$ cat config.mk
export PLATFORM = sky130hd
export DESIGN_NAME = dp_result_accumulator_flat
export DESIGN_NICKNAME = d
export VERILOG_FILES = /design/src/rtl/dp_result_accumulator_if.sv /design/src/rtl/dp_result_accumulator.sv /design/src/flat_wrapper.sv
export SDC_FILE = /design/constraint.sdc
export NUM_CORES = 1
export LEC_CHECK = 0
export CAP_MARGIN = 10
export CORE_ASPECT_RATIO = 1.1
export CORE_MARGIN = 3
export CORE_UTILIZATION = 50
export DETAILED_ROUTE_END_ITERATION = 12
export HOLD_SLACK_MARGIN = 0.15
export PLACE_DENSITY = 0.8
export RECOVER_POWER = 50
export SETUP_SLACK_MARGIN = 0.05
export SLEW_MARGIN = 40
export SYNTH_ARGS = -nofsm -noshare
export SYNTH_HDL_FRONTEND = slang
export SYNTH_SLANG_ARGS = --single-unit
$ cat constraint.sdc
create_clock -name clk -period 7 [get_ports clk]
set_clock_uncertainty 0.15 [all_clocks]
set_input_delay 1.05 -clock clk [delete_from_list [all_inputs] [get_ports clk]]
set_output_delay 1.05 -clock clk [all_outputs]
set_load 0.03 [all_outputs]
$ cat src/rtl/dp_result_accumulator_if.sv
// Handshake and configuration bundle between the dot-product array,
// dp_result_accumulator and the result write-back buffer.
// slave: accumulator side. master: producer/consumer (or bench) side.
interface dp_result_accumulator_if #(
    parameter int unsigned IN_W    = 17,
    parameter int unsigned ACC_W   = 32,
    parameter int unsigned LEN_W   = 16,
    parameter int unsigned SHIFT_W = 5
);
    // job control
    logic               start;
    logic [LEN_W-1:0]   cfg_len;
    logic [ACC_W-1:0]   cfg_bias;
    logic [SHIFT_W-1:0] cfg_shift;
    logic               busy;
    // partial-sum stream
    logic               in_valid;
    logic               in_ready;
    logic [IN_W-1:0]    in_data;
    // result stream
    logic               out_valid;
    logic               out_ready;
    logic [7:0]         out_data;
    logic [ACC_W-1:0]   out_acc;
    logic               out_ovf;

    modport slave (
        input  start, cfg_len, cfg_bias, cfg_shift, in_valid, in_data, out_ready,
        output busy, in_ready, out_valid, out_data, out_acc, out_ovf
    );

    modport master (
        output start, cfg_len, cfg_bias, cfg_shift, in_valid, in_data, out_ready,
        input  busy, in_ready, out_valid, out_data, out_acc, out_ovf
    );
endinterface

$ cat src/rtl/dp_result_accumulator.sv
// dp_result_accumulator: sums cfg_len signed partial sums onto a bias with
// saturation, then requantizes (round-half-up arithmetic shift) to int8.
// Optional macro DP_ACC_RELU_EN: negative quantized results are forced to 0.
module dp_result_accumulator #(
    parameter int unsigned IN_W    = 17,
    parameter int unsigned ACC_W   = 32,
    parameter int unsigned LEN_W   = 16,
    parameter int unsigned SHIFT_W = 5
) (
    input  logic                    clk,
    input  logic                    rst,
    dp_result_accumulator_if.slave  bus
);

    localparam int unsigned EXT_W = ACC_W + 1;
    localparam int unsigned Q_W   = 8;

    typedef enum logic [1:0] {
        S_IDLE,
        S_ACC,
        S_ROUND,
        S_OUT
    } state_t;

    state_t               r_state;
    state_t               w_state_nxt;

    logic [ACC_W-1:0]     r_acc;
    logic [ACC_W-1:0]     w_acc_nxt;
    logic [LEN_W-1:0]     r_count;
    logic [LEN_W-1:0]     w_count_nxt;
    logic [LEN_W-1:0]     r_len;
    logic [LEN_W-1:0]     w_len_nxt;
    logic [SHIFT_W-1:0]   r_shift;
    logic [SHIFT_W-1:0]   w_shift_nxt;
    logic                 r_ovf;
    logic                 w_ovf_nxt;
    logic [Q_W-1:0]       r_out_data;
    logic [Q_W-1:0]       w_out_data_nxt;
    logic [ACC_W-1:0]     r_out_acc;
    logic [ACC_W-1:0]     w_out_acc_nxt;
    logic                 r_busy;
    logic                 r_in_ready;
    logic                 r_out_valid;

    logic                 w_in_hs;
    logic                 w_out_hs;
    logic signed [EXT_W-1:0] w_acc_ext;
    logic signed [EXT_W-1:0] w_in_ext;
    logic signed [EXT_W-1:0] w_sum;
    logic                 w_sat_hi;
    logic                 w_sat_lo;
    logic [ACC_W-1:0]     w_sum_sat;
    logic [EXT_W-1:0]     w_half;
    logic signed [EXT_W-1:0] w_rnd_sum;
    logic signed [EXT_W-1:0] w_rnd;
    logic                 w_q_pos_ovf;
    logic                 w_q_neg_ovf;
    logic [Q_W-1:0]       w_q;

    assign w_in_hs  = bus.in_valid & r_in_ready;
    assign w_out_hs = r_out_valid & bus.out_ready;

    // Saturating accumulate evaluated one bit wider than the accumulator
    assign w_acc_ext = {r_acc[ACC_W-1], r_acc};
    assign w_in_ext  = {{(EXT_W-IN_W){bus.in_data[IN_W-1]}}, bus.in_data};
    assign w_sum     = w_acc_ext + w_in_ext;
    assign w_sat_hi  = ~w_sum[EXT_W-1] &  w_sum[EXT_W-2];
    assign w_sat_lo  =  w_sum[EXT_W-1] & ~w_sum[EXT_W-2];
    assign w_sum_sat = w_sat_hi ? {1'b0, {(ACC_W-1){1'b1}}} :
                       w_sat_lo ? {1'b1, {(ACC_W-1){1'b0}}} :
                                  w_sum[ACC_W-1:0];

    // Round-half-up requantization and int8 clamp
    assign w_half      = (r_shift == '0) ? '0 : (EXT_W'(1) << (r_shift - SHIFT_W'(1)));
    assign w_rnd_sum   = w_acc_ext + $signed(w_half);
    assign w_rnd       = w_rnd_sum >>> r_shift;
    assign w_q_pos_ovf = ~w_rnd[EXT_W-1] &  (|w_rnd[EXT_W-2:Q_W-1]);
    assign w_q_neg_ovf =  w_rnd[EXT_W-1] & ~(&w_rnd[EXT_W-2:Q_W-1]);
`ifdef DP_ACC_RELU_EN
    assign w_q = w_rnd[EXT_W-1] ? '0 :
                 w_q_pos_ovf    ? Q_W'(8'h7F) :
                                  w_rnd[Q_W-1:0];
`else
    assign w_q = w_q_pos_ovf ? Q_W'(8'h7F) :
                 w_q_neg_ovf ? Q_W'(8'h80) :
                               w_rnd[Q_W-1:0];
`endif

    // State register
    always_ff @(posedge clk) begin
        if (rst) begin
            r_state <= S_IDLE;
        end else begin
            r_state <= w_state_nxt;
        end
    end

    // Next-state and datapath next values
    always_comb begin
        w_state_nxt    = r_state;
        w_acc_nxt      = r_acc;
        w_count_nxt    = r_count;
        w_len_nxt      = r_len;
        w_shift_nxt    = r_shift;
        w_ovf_nxt      = r_ovf;
        w_out_data_nxt = r_out_data;
        w_out_acc_nxt  = r_out_acc;
        case (r_state)
            S_IDLE: begin
                if (bus.start) begin
                    w_len_nxt   = bus.cfg_len;
                    w_shift_nxt = bus.cfg_shift;
                    w_acc_nxt   = bus.cfg_bias;
                    w_count_nxt = '0;
                    w_ovf_nxt   = 1'b0;
                    w_state_nxt = (bus.cfg_len == '0) ? S_ROUND : S_ACC;
                end
            end
            S_ACC: begin
                if (w_in_hs) begin
                    w_acc_nxt   = w_sum_sat;
                    w_ovf_nxt   = r_ovf | w_sat_hi | w_sat_lo;
                    w_count_nxt = r_count + LEN_W'(1);
                    if (r_count == (r_len - LEN_W'(1))) begin
                        w_state_nxt = S_ROUND;
                    end
                end
            end
            S_ROUND: begin
                w_out_data_nxt = w_q;
                w_out_acc_nxt  = r_acc;
                w_state_nxt    = S_OUT;
            end
            S_OUT: begin
                if (w_out_hs) begin
                    w_state_nxt = S_IDLE;
                end
            end
            default: begin
                w_state_nxt = S_IDLE;
            end
        endcase
    end

    // Datapath and registered status outputs
    always_ff @(posedge clk) begin
        if (rst) begin
            r_acc       <= '0;
            r_count     <= '0;
            r_len       <= '0;
            r_shift     <= '0;
            r_ovf       <= 1'b0;
            r_out_data  <= '0;
            r_out_acc   <= '0;
            r_busy      <= 1'b0;
            r_in_ready  <= 1'b0;
            r_out_valid <= 1'b0;
        end else begin
            r_acc       <= w_acc_nxt;
            r_count     <= w_count_nxt;
            r_len       <= w_len_nxt;
            r_shift     <= w_shift_nxt;
            r_ovf       <= w_ovf_nxt;
            r_out_data  <= w_out_data_nxt;
            r_out_acc   <= w_out_acc_nxt;
            r_busy      <= (w_state_nxt != S_IDLE);
            r_in_ready  <= (w_state_nxt == S_ACC);
            r_out_valid <= (w_state_nxt == S_OUT);
        end
    end

    assign bus.busy      = r_busy;
    assign bus.in_ready  = r_in_ready;
    assign bus.out_valid = r_out_valid;
    assign bus.out_data  = r_out_data;
    assign bus.out_acc   = r_out_acc;
    assign bus.out_ovf   = r_ovf;

endmodule
$ cat src/flat_wrapper.sv
// flat-port wrapper written by rule: the top's interface ports become plain ports
module dp_result_accumulator_flat 
#(
    parameter int unsigned IN_W    = 17,
    parameter int unsigned ACC_W   = 32,
    parameter int unsigned LEN_W   = 16,
    parameter int unsigned SHIFT_W = 5
)
  (clk, rst, bus_start, bus_cfg_len, bus_cfg_bias, bus_cfg_shift, bus_in_valid, bus_in_data, bus_out_ready, bus_busy, bus_in_ready, bus_out_valid, bus_out_data, bus_out_acc, bus_out_ovf);
  dp_result_accumulator_if #(.IN_W(IN_W), .ACC_W(ACC_W), .LEN_W(LEN_W), .SHIFT_W(SHIFT_W)) bus_i ();
  input  logic clk;
  input  logic rst;
  input wire logic [$bits(bus_i.start)-1:0] bus_start;
  input wire logic [$bits(bus_i.cfg_len)-1:0] bus_cfg_len;
  input wire logic [$bits(bus_i.cfg_bias)-1:0] bus_cfg_bias;
  input wire logic [$bits(bus_i.cfg_shift)-1:0] bus_cfg_shift;
  input wire logic [$bits(bus_i.in_valid)-1:0] bus_in_valid;
  input wire logic [$bits(bus_i.in_data)-1:0] bus_in_data;
  input wire logic [$bits(bus_i.out_ready)-1:0] bus_out_ready;
  output wire logic [$bits(bus_i.busy)-1:0] bus_busy;
  output wire logic [$bits(bus_i.in_ready)-1:0] bus_in_ready;
  output wire logic [$bits(bus_i.out_valid)-1:0] bus_out_valid;
  output wire logic [$bits(bus_i.out_data)-1:0] bus_out_data;
  output wire logic [$bits(bus_i.out_acc)-1:0] bus_out_acc;
  output wire logic [$bits(bus_i.out_ovf)-1:0] bus_out_ovf;
  assign bus_i.start = bus_start;
  assign bus_i.cfg_len = bus_cfg_len;
  assign bus_i.cfg_bias = bus_cfg_bias;
  assign bus_i.cfg_shift = bus_cfg_shift;
  assign bus_i.in_valid = bus_in_valid;
  assign bus_i.in_data = bus_in_data;
  assign bus_i.out_ready = bus_out_ready;
  assign bus_busy = bus_i.busy;
  assign bus_in_ready = bus_i.in_ready;
  assign bus_out_valid = bus_i.out_valid;
  assign bus_out_data = bus_i.out_data;
  assign bus_out_acc = bus_i.out_acc;
  assign bus_out_ovf = bus_i.out_ovf;
  dp_result_accumulator #(.IN_W(IN_W), .ACC_W(ACC_W), .LEN_W(LEN_W), .SHIFT_W(SHIFT_W)) u_core (.clk(clk), .rst(rst), .bus(bus_i));
endmodule
==> results.md <==
* Outcome: finished, violations left
* Failing checks: max-capacitance violations, max-slew violations
* Max-cap violations at 1
* Chip width at 152 µm
* Synth area leader: dfxtp_1
* RSZ-0062 raised after global routing: false
* M2 GR Usage at 51.1%
* Row cnt at 58
* Antenna Cells at 0
* Setup crit start kind: flop
* Cell area after synthesis at 11,700 µm²
* Later-pin clock latency in the skew report at 0.41 ns
* Place WS at 0.772 ns
* Period minus WS final at 6.24 ns
* Worst ir drop on vdd at 0.155 mV
* DP Wirelength at 30,900 µm
* H-Tree Depth at 4
* M1 GR Usage at 43.6%
* Final Hold Vio Count at 0
* Mapped Cells at 1,653
* CTS sink count at 115
* Mean Syn Cell Area at 7.07 µm²
* Predominant post-synthesis flop cell: dfxtp_1
* Leakage at 0.00551 µW
* Critical path endpoint category: flop
* Vias in the first global route at 12,400
* First-pass GRT wire length at 66,000 µm
* NetSw at 871 µW
* Pwr/cell area at 180 nW/µm²
* Ys Warns at 0
* GRT busiest layer: met2
* Boundary pin count at 119
* Async S/R FF share, synth at 0%
* DR DRC count at 0
* Gr usage total at 32.2%
* Power Internal at 1600 µW
* Clk pin slew, worst setup/hold paths at 0.06 ns
* Setup bufs post-CTS at 0
* Setup_tns at 0 ns
* Combinational share of power at 32.7%
* Total grt overflow at 0
* Total die area at 25,300 µm²
* Routing usage on met3 at 4.15%
* Port bufs at 118
* Slew headroom at -5.48%
* Drt first pass iters at 6
* Wirelength per Cell at 20.6 µm
* Period utilisation layout at 89.1%
* Area Growth Syn to Fin at 17.0%
* Max-slew violation count at 32
* CP required at 7.13 ns
* Net count of the mapped netlist at 1,796
* Synth top area cells: dfxtp_1 20%, nand2_1 8.7%, ha_1 7.1%
* Clock network fraction of design power at 38.0%
* Hold Path Class: reg -> reg
* TritonCTS clock tree: built
* Sequential share of the synthesized area at 19.7%
* Layout cells sized above 1 at 6.49%
* CTS root buf: clkbuf_16
* Maximum clock insertion buffer count at 2
* CP Max Fanout at 22
* Setup-failing EPs final at 0
* Cts repair resizes at 0
* Setup CP Type: reg -> reg
* Slew @ Worst Pin at 1.58 ns
* Via count at 13,300
* Flops & latches, synth at 115
* Placer Congestion at 0.988
* Avg Vias per Cell at 6.57
* Antenna-violating nets left at 0
* Hold-fix buffers, CTS at 0
* Antenna violations before repair at 1
* DR iter-0 viols at 1,462
* Setup ws final at 0.765 ns
* Routed WL at 41,800 µm
* Largest net degree at the start of global routing at 58
* Flop pwr share at 29.3%
* Cell variety after synth at 98
* Core Area at 22,900 µm²
* Max Freq at 160 MHz
* Synth top area share at 19.7%
* Critical Path AT at 6.37 ns
* Die Y at 166 µm
* Post-synth EDFFs at 0
* Layout Nets at 1,856
* Initial Util at 51.0%
* Sw Share at 35.3%
* Num CTS Buffers at 17
[per-layer routing]
metal	up-vias	part of all wire, %
met5	-	0.031
met4	2	4.7
met3	120	8.3
met2	707	46
met1	6225	41
li1	6247	-
[cells by family after synthesis]
kind of cell | synth area share [%]
other | 0.0321
and+or+nand+nor | 26.7
buffers and inverters | 5.14
AOI/OAI and AO/OA | 30.9
DFF | 19.7
adders and majority gates | 7.41
muxes | 4.41
xor gates and xnor gates | 5.77
[power groups by stage]
stage	combinational (µW)	clock [µW]	sequential, µW
final	806	938	723
after global routing	872	970	726
after CTS	788	942	721
after detailed placement	779	0	735
after global placement	770	0	735
after floorplan	560	0	718
[cell type report]
| type | instances | area [µm²] |
|---|---|---|
| inverters | 43 | 161 |
| repair buffers | 148 | 1410 |
| fillers | 2132 | 9260 |
| multi-input cells | 1388 | 8800 |
| clock inverters | 14 | 200 |
| clock buffers | 18 | 429 |
| well taps | 300 | 375 |
| flip-flops and latches | 115 | 2300 |
[through the flow]
| stage | hold WS, ns | power (µW) | cell area [µm²] | utilization (%) | std cells |
|---|---|---|---|---|---|
| 3_3_place_gp | 0.292 | 1500 | 13000 | 56.8 | 1992 |
| 3_5_place_dp | 0.297 | 1510 | 13100 | 56.9 | 1994 |
| 2_1_floorplan | 0.300 | 1280 | 11700 | - | 1653 |
| 4_1_cts | 0.305 | 2450 | 13700 | 59.7 | 2026 |
| 6_report | 0.303 | 2470 | 13700 | 59.6 | 2026 |
| 5_1_grt | 0.319 | 2570 | 13700 | 59.6 | 2026 |
[critical path, cell delays in order (launching register included)]
cell and delay, ns:
dfxtp_1 0.31, buf_4 0.18, inv_1 0.08, buf_4 0.29, nor2_1 0.15, nand2_1 0.22
nor2_1 0.07, ha_1 0.49, nand2_1 0.17, o21ai_0 0.65, nand2_1 0.16, a41o_1 0.27
nor4_1 0.39, buf_4 0.22, nor2_1 0.06, o31ai_1 0.55, a311oi_1 0.26, a221o_1 0.37
nor4_1 0.21, nand4_1 0.18, o41ai_4 0.51, o32ai_1 0.15
[worst paths after layout]
kind	startpoint	endpoint	slack, ns	cells past startpoint
worst min register to register	u_core.bus.out_acc[12]	u_core.bus.out_acc[12]	0.30	2
worst max register to register	u_core.r_shift[3]	u_core.bus.out_data[0]	0.76	21
worst min-delay path	u_core.bus.out_acc[12]	u_core.bus.out_acc[12]	0.30	2
worst max-delay path	u_core.r_shift[3]	u_core.bus.out_data[0]	0.76	21
[layout by cell type (no fill, tap or decap), types with 18 or more instances in the layout]
cell type	n
o21a_1	19
nand4_1	26
xor2_1	38
nand2_1	269
a21o_1	34
o211ai_1	25
a221oi_1	31
nand3_1	61
ha_1	66
inv_1	42
mux2i_1	29
nor3_1	38
a21oi_1	151
a211oi_1	20
dlygate4sd3_1	25
nor2_1	145
o21ai_0	91
clkdlybuf4s50_1	92
nor4_1	18
and3_1	19
dfxtp_1	115
or3_1	21
buf_4	27
xnor2_1	39
[Yosys cell counts (all sizes together) (6+ instances only)]
| library cell | count |
|---|---|
| nand2 | 270 |
| a21oi | 154 |
| nor2 | 147 |
| dfxtp | 115 |
| o21ai | 102 |
| clkbuf | 76 |
| ha | 66 |
| nand3 | 63 |
| inv | 42 |
| nor3 | 39 |
| xnor2 | 39 |
| xor2 | 38 |
| a21o | 34 |
| a221oi | 32 |
| buf | 31 |
| mux2i | 29 |
| nand4 | 27 |
| o211ai | 25 |
| a211oi | 23 |
| or3 | 22 |
| and3 | 20 |
| nor4 | 20 |
| o21a | 19 |
| a2111oi | 14 |
| a31oi | 14 |
| and2 | 11 |
| nand2b | 11 |
| o31ai | 11 |
| mux2 | 10 |
| nor2b | 10 |
| o21bai | 9 |
| a211o | 8 |
| o32ai | 8 |
| or4 | 8 |
| a311oi | 6 |
| o2111ai | 6 |
[sequential cells by signal, indices dropped and copies added (netlist names), 2 cells and up]
name / flops
u_core.bus.out_data: 8
u_core.r_shift: 5
u_core.r_state: 2
u_core.r_len: 16
u_core.r_count: 16
u_core.r_acc: 32
u_core.bus.out_acc: 32
(Power assumes the default switching activity.)
